==> src/rtl/tic_tac_toe_core_if.sv <==
// Move handshake between a move source (master) and the game-state engine (slave).
interface tic_tac_toe_core_if;
    logic       move_valid;
    logic [3:0] move_cell;
    logic       move_ready;
    logic       move_ack;
    logic       move_err;

    modport master (
        output move_valid,
        output move_cell,
        input  move_ready,
        input  move_ack,
        input  move_err
    );

    modport slave (
        input  move_valid,
        input  move_cell,
        output move_ready,
        output move_ack,
        output move_err
    );
endinterface

==> src/rtl/tic_tac_toe_core.sv <==
// Tic-tac-toe game-state engine: validates moves, holds the board and turn,
// and resolves win/draw from an external combinational win checker.
//
// state | meaning
// PLAY  | waiting for a move; move_ready high
// CHECK | one cycle after an accepted move; win checker sampled
// OVER  | game decided; board and result held, moves rejected
module tic_tac_toe_core #(
    parameter bit X_STARTS = 1'b1
) (
    input  logic                      clk,
    input  logic                      reset,
    input  logic                      new_game,
    tic_tac_toe_core_if.slave         mv,
    input  logic                      someone_won,
    input  logic                      player_x_won,
    output logic [8:0]                grid_state_marked,
    output logic [8:0]                grid_state_x,
    output logic                      player_x_turn,
    output logic                      game_over,
    output logic [1:0]                result,
    output logic [3:0]                move_count
);

    typedef enum logic [1:0] {
        PLAY  = 2'd0,
        CHECK = 2'd1,
        OVER  = 2'd2
    } state_t;

    state_t     state_q, state_d;
    logic [8:0] marked_q, marked_d;
    logic [8:0] x_q, x_d;
    logic       turn_q, turn_d;
    logic [3:0] count_q, count_d;
    logic [1:0] result_q, result_d;
    logic       ack_q, ack_d;
    logic       err_q, err_d;

    logic [8:0] cell_onehot;
    logic       cell_legal;

    // Cells 9..15 shift out of the 9-bit vector; the range check covers them.
    assign cell_onehot = 9'd1 << mv.move_cell;
    assign cell_legal  = (mv.move_cell <= 4'd8) && ((marked_q & cell_onehot) == 9'd0);

    always_ff @(posedge clk) begin
        if (reset) begin
            state_q  <= PLAY;
            marked_q <= 9'd0;
            x_q      <= 9'd0;
            turn_q   <= X_STARTS;
            count_q  <= 4'd0;
            result_q <= 2'b00;
            ack_q    <= 1'b0;
            err_q    <= 1'b0;
        end else begin
            state_q  <= state_d;
            marked_q <= marked_d;
            x_q      <= x_d;
            turn_q   <= turn_d;
            count_q  <= count_d;
            result_q <= result_d;
            ack_q    <= ack_d;
            err_q    <= err_d;
        end
    end

    always_comb begin
        state_d  = state_q;
        marked_d = marked_q;
        x_d      = x_q;
        turn_d   = turn_q;
        count_d  = count_q;
        result_d = result_q;
        ack_d    = 1'b0;
        err_d    = 1'b0;
        if (new_game) begin
            state_d  = PLAY;
            marked_d = 9'd0;
            x_d      = 9'd0;
            turn_d   = X_STARTS;
            count_d  = 4'd0;
            result_d = 2'b00;
        end else begin
            case (state_q)
                PLAY: begin
                    if (mv.move_valid) begin
                        if (cell_legal) begin
                            marked_d = marked_q | cell_onehot;
                            x_d      = turn_q ? (x_q | cell_onehot) : (x_q & ~cell_onehot);
                            count_d  = count_q + 4'd1;
                            ack_d    = 1'b1;
                            state_d  = CHECK;
                        end else begin
                            err_d = 1'b1;
                        end
                    end
                end
                CHECK: begin
                    if (someone_won) begin
                        result_d = player_x_won ? 2'b01 : 2'b10;
                        state_d  = OVER;
                    end else if (count_q == 4'd9) begin
                        result_d = 2'b11;
                        state_d  = OVER;
                    end else begin
                        turn_d  = ~turn_q;
                        state_d = PLAY;
                    end
                end
                OVER: begin
                    if (mv.move_valid) err_d = 1'b1;
                end
                default: state_d = PLAY;
            endcase
        end
    end

    always_comb begin
        mv.move_ready = (state_q == PLAY);
        game_over     = (state_q == OVER);
    end

    assign mv.move_ack        = ack_q;
    assign mv.move_err        = err_q;
    assign grid_state_marked  = marked_q;
    assign grid_state_x       = x_q;
    assign player_x_turn      = turn_q;
    assign result             = result_q;
    assign move_count         = count_q;

endmodule
==> src/flat_wrapper.sv <==
// flat-port wrapper written by rule: the top's interface ports become plain ports
module tic_tac_toe_core_flat 
#(
    parameter bit X_STARTS = 1'b1
)
  (clk, reset, new_game, someone_won, player_x_won, grid_state_marked, grid_state_x, player_x_turn, game_over, result, move_count, mv_move_valid, mv_move_cell, mv_move_ready, mv_move_ack, mv_move_err);
  tic_tac_toe_core_if mv_i ();
  input  logic clk;
  input  logic reset;
  input  logic new_game;
  input  logic someone_won;
  input  logic player_x_won;
  output logic [8:0] grid_state_marked;
  output logic [8:0] grid_state_x;
  output logic player_x_turn;
  output logic game_over;
  output logic [1:0] result;
  output logic [3:0] move_count;
  input wire logic [$bits(mv_i.move_valid)-1:0] mv_move_valid;
  input wire logic [$bits(mv_i.move_cell)-1:0] mv_move_cell;
  output wire logic [$bits(mv_i.move_ready)-1:0] mv_move_ready;
  output wire logic [$bits(mv_i.move_ack)-1:0] mv_move_ack;
  output wire logic [$bits(mv_i.move_err)-1:0] mv_move_err;
  assign mv_i.move_valid = mv_move_valid;
  assign mv_i.move_cell = mv_move_cell;
  assign mv_move_ready = mv_i.move_ready;
  assign mv_move_ack = mv_i.move_ack;
  assign mv_move_err = mv_i.move_err;
  tic_tac_toe_core #(.X_STARTS(X_STARTS)) u_core (.clk(clk), .reset(reset), .new_game(new_game), .mv(mv_i), .someone_won(someone_won), .player_x_won(player_x_won), .grid_state_marked(grid_state_marked), .grid_state_x(grid_state_x), .player_x_turn(player_x_turn), .game_over(game_over), .result(result), .move_count(move_count));
endmodule
==> config.mk <==
export PLATFORM = sky130hd
export DESIGN_NAME = tic_tac_toe_core_flat
export DESIGN_NICKNAME = d
export VERILOG_FILES = /design/src/rtl/tic_tac_toe_core_if.sv /design/src/rtl/tic_tac_toe_core.sv /design/src/flat_wrapper.sv
export SDC_FILE = /design/constraint.sdc
export NUM_CORES = 1
export LEC_CHECK = 0
export CAP_MARGIN = 10
export CORE_ASPECT_RATIO = 1.2
export CORE_MARGIN = 1
export CORE_UTILIZATION = 35
export CTS_CLUSTER_DIAMETER = 80
export DETAILED_ROUTE_END_ITERATION = 7
export PLACE_DENSITY = 0.72
export SLEW_MARGIN = 20
export SYNTH_ARGS = -nofsm -noshare
export SYNTH_HDL_FRONTEND = slang
export SYNTH_SLANG_ARGS = --single-unit
==> constraint.sdc <==
create_clock -name clk -period 3.5 [get_ports clk]
set_input_delay 0.875 -clock clk [delete_from_list [all_inputs] [get_ports clk]]
set_output_delay 0.875 -clock clk [all_outputs]
set_load 0.005 [all_outputs]
==> flow_metrics.py <==
metrics = {
    "worst_setup_path": {
        "path_max_fanout": 11,
        "arrival_ns": 2.93,
        "critPathSlowestCell": "clkdlybuf4s50_1",
        "critPathKind": "input pin to flip-flop",
        "endpoint_kind": "flip-flop",
        "rr_startpoint": "u_core.state_q[1]",
        "critPathTopFamily": "buffers and inverters",
        "cp_slowest_stage_delay_ns": 0.74,
        "critPathRequiredTime_ns": 3.66,
        "endpoint": "u_core.move_count[0]",
        "startpoint": "mv_move_cell[1]",
        "reg2reg_depth": 5,
        "cp_num_buf_inv": 1,
        "reg2reg_slack_ns": 1.60,
        "crit_cells": 6,
        "crit_path_cell_trace": "clkdlybuf4s50_1 > nand4bb_1 > nand3_1 > o31ai_1 > nand2_1 > mux2i_1",
        "startpoint_type": "input pin",
    },
    "synth": {
        "synth_area_per_cell_sq_um": 9.27,
        "synthCells": 142,
        "yosysWarnings": 0,
        "synth_area_sq_um": 1320,
        "synth_fp_nets": 154,
        "ys_seq_area_share_pct": 44.1,
        "synth_seq_cells": 29,
        "yosysUniqueCellTypes": 37,
    },
    "clock_network": {
        "cts.repair.resized": 0,
        "clock-sinks": 29,
        "h-tree-depth": 2,
        "post-cts-setup-buffer-count": 0,
        "cts_tree": "done",
        "numCtsBuffers": 5,
        "cts_buffer_depth": 2,
        "hold_buffers": 0,
        "cts-root-buf": "clkbuf_8",
        "cts.clk_slew.worst_paths_ns": 0.06,
        "clk_latency_ns": 0.27,
    },
    "job": {
        "maxCapViolCount": 0,
    },
    "grt": {
        "grt.overflow.total": 0,
        "grt_usage_pct": 18.0,
        "grt_antenna_before_repair": 0,
        "grt_pass1_wl_microns": 5560,
        "grt_pass1_vias": 1132,
        "grt_start_max_net_pins": 19,
    },
    "timing": {
        "finalMaxSlewViolations": 0,
        "max_slew.worst_pin.slew_ns": 0.712,
        "period_share_pct": 79.1,
        "setup-tns-final_ns": 0,
        "relSlewSlack_pct": 52.4,
        "setup_viol": 0,
        "hold_viol_final": 0,
        "max_freq_ghz": 0.361,
        "fin_skew_ns": 0.00502,
        "final.min_clock_period_ns": 2.77,
        "rsz0062_at_grt": "false",
    },
    "routing": {
        "antenna_left": 0,
        "first_pass_iters": 6,
        "drt_wl_total_microns": 3060,
        "wl_per_cell_microns": 14.0,
        "drc_errors": 1,
        "routed_via_density": 5.23,
        "vias": 1141,
        "drtIter0Drc": 37,
    },
    "floorplanning": {
        "die-area_sq_um": 4010,
        "initial_utilization_pct": 36.5,
        "die_y_microns": 69.2,
        "num_rows": 24,
        "die_w_microns": 58.0,
        "ios": 39,
        "core_area_sq_um": 3600,
    },
    "layout": {
        "nNetsFinal": 191,
        "antennaDiodeCount": 0,
        "fillCellCount": 345,
        "layout_common_cells": "38 x clkdlybuf4s50_1, 29 x dfxtp_1, 26 x nor2_1, 13 x mux2i_1",
        "layout_commonest_cell": "clkdlybuf4s50_1",
        "drive_gt1_share_pct": 7.26,
        "syn_to_final_growth_pct": 35.9,
        "final_util_pct": 49.7,
    },
    "power": {
        "irDropWorstVdd_v": 0.000202,
        "power.density_nw_per_um2": 375,
        "leakage_uw": 0.000619,
    },
    "placed_design": {
        "dp.final_hpwl_microns": 2280,
        "port_buffers": 38,
        "routabilityCongestion": 0.788,
    },
    "outcome": {
        "status": "finished, violations left",
        "violations": "design-rule violations",
    },
    "hold_path": {
        "hold_path.class": "flip-flop to flip-flop",
    },
}
[cell type report]
type	count	area (sq um)	area share, %
clock buffer	7	86.3	4.83
inverter	5	18.8	1.05
multi-input combinational	100	674	37.7
sequential	29	581	32.4
tap	39	48.8	2.73
timing repair buffer	38	380	21.3
[per-layer routing]
layer  vias up  track usage [%]  share of wire (%)
li1        574                -                  -
met1       542             23.8                 46
met2        20             27.3                 49
met3         5             4.66                3.1
met4         0             7.94                1.7
met5         -                0                  0
[cells in the mapped netlist, drive strengths merged]
cell type	count	area, sq um
dfxtp	29	581
nor2	26	97.6
mux2i	13	130
nor3	9	72.6
nand2	6	22.5
o21a	6	45.0
buf	5	31.3
inv	5	18.8
a21oi	4	20.0
nand4	4	25.0
a31o	3	26.3
clkbuf	3	11.3
nand3	3	15.0
or3	3	18.8
and2	2	12.5
ha	2	25.0
nand2b	2	12.5
nor4	2	27.5
o31a	2	17.5
a311oi	1	8.76
and3	1	6.26
nand4b	1	8.76
nand4bb	1	11.3
nor2b	1	6.26
nor3b	1	7.51
nor4b	1	8.76
o221a	1	11.3
o22ai	1	6.26
o31ai	1	7.51
or2	1	6.26
or3b	1	8.76
xnor2	1	8.76
[cell families (layout without fill, tap and decap cells)]
logic type / after synthesis / in the layout / share of synthesized area, %
xor gates and xnor gates: 1 / 1 / 0.666
muxes: 13 / 13 / 9.89
and+or+nand+nor: 65 / 65 / 27.9
AOI/OAI and AO/OA: 19 / 19 / 10.8
DFF: 29 / 29 / 44.1
buffers and inverters: 13 / 50 / 4.66
adders and majority gates: 2 / 2 / 1.90
[tightest hold or removal path, cell delays in order, from the launching register on]
cell     delay [ns]
dfxtp_1        0.33
inv_1          0.06
a21oi_1        0.05
[per-stage QoR]
stage | area (sq um) | cells | worst slack [ns] | total power [uW] | hold WS (ns)
3_5_place_dp | 1700 | 211 | 0.474 | 405 | 0.464
6_report | 1790 | 218 | 0.730 | 671 | 0.482
2_1_floorplan | 1320 | 142 | 1.29 | 380 | 0.455
5_1_grt | 1790 | 218 | 0.516 | 703 | 0.514
3_3_place_gp | 1700 | 211 | 0.479 | 405 | 0.456
4_1_cts | 1790 | 218 | 0.765 | 674 | 0.476
[worst min-delay path by stage]
stage | cells after the start | endpoint | startpoint | slack, ns
after CTS | 2 | u_core.grid_state_marked[8] | u_core.grid_state_marked[8] | 0.48
after global routing | 2 | u_core.grid_state_marked[8] | u_core.grid_state_marked[8] | 0.51
final | 2 | u_core.grid_state_marked[8] | u_core.grid_state_marked[8] | 0.48
after floorplan | 2 | u_core.grid_state_marked[8] | u_core.grid_state_marked[8] | 0.46
after detailed placement | 2 | u_core.grid_state_marked[8] | u_core.grid_state_marked[8] | 0.46
after global placement | 2 | u_core.grid_state_marked[8] | u_core.grid_state_marked[8] | 0.46
[where the power goes]
part,switching [uW],internal [uW]
clock,117,156
combinational,31.9,28.6
sequential,3.63,334
total,153,518
Note: power is estimated with default switching activity, not from simulation.
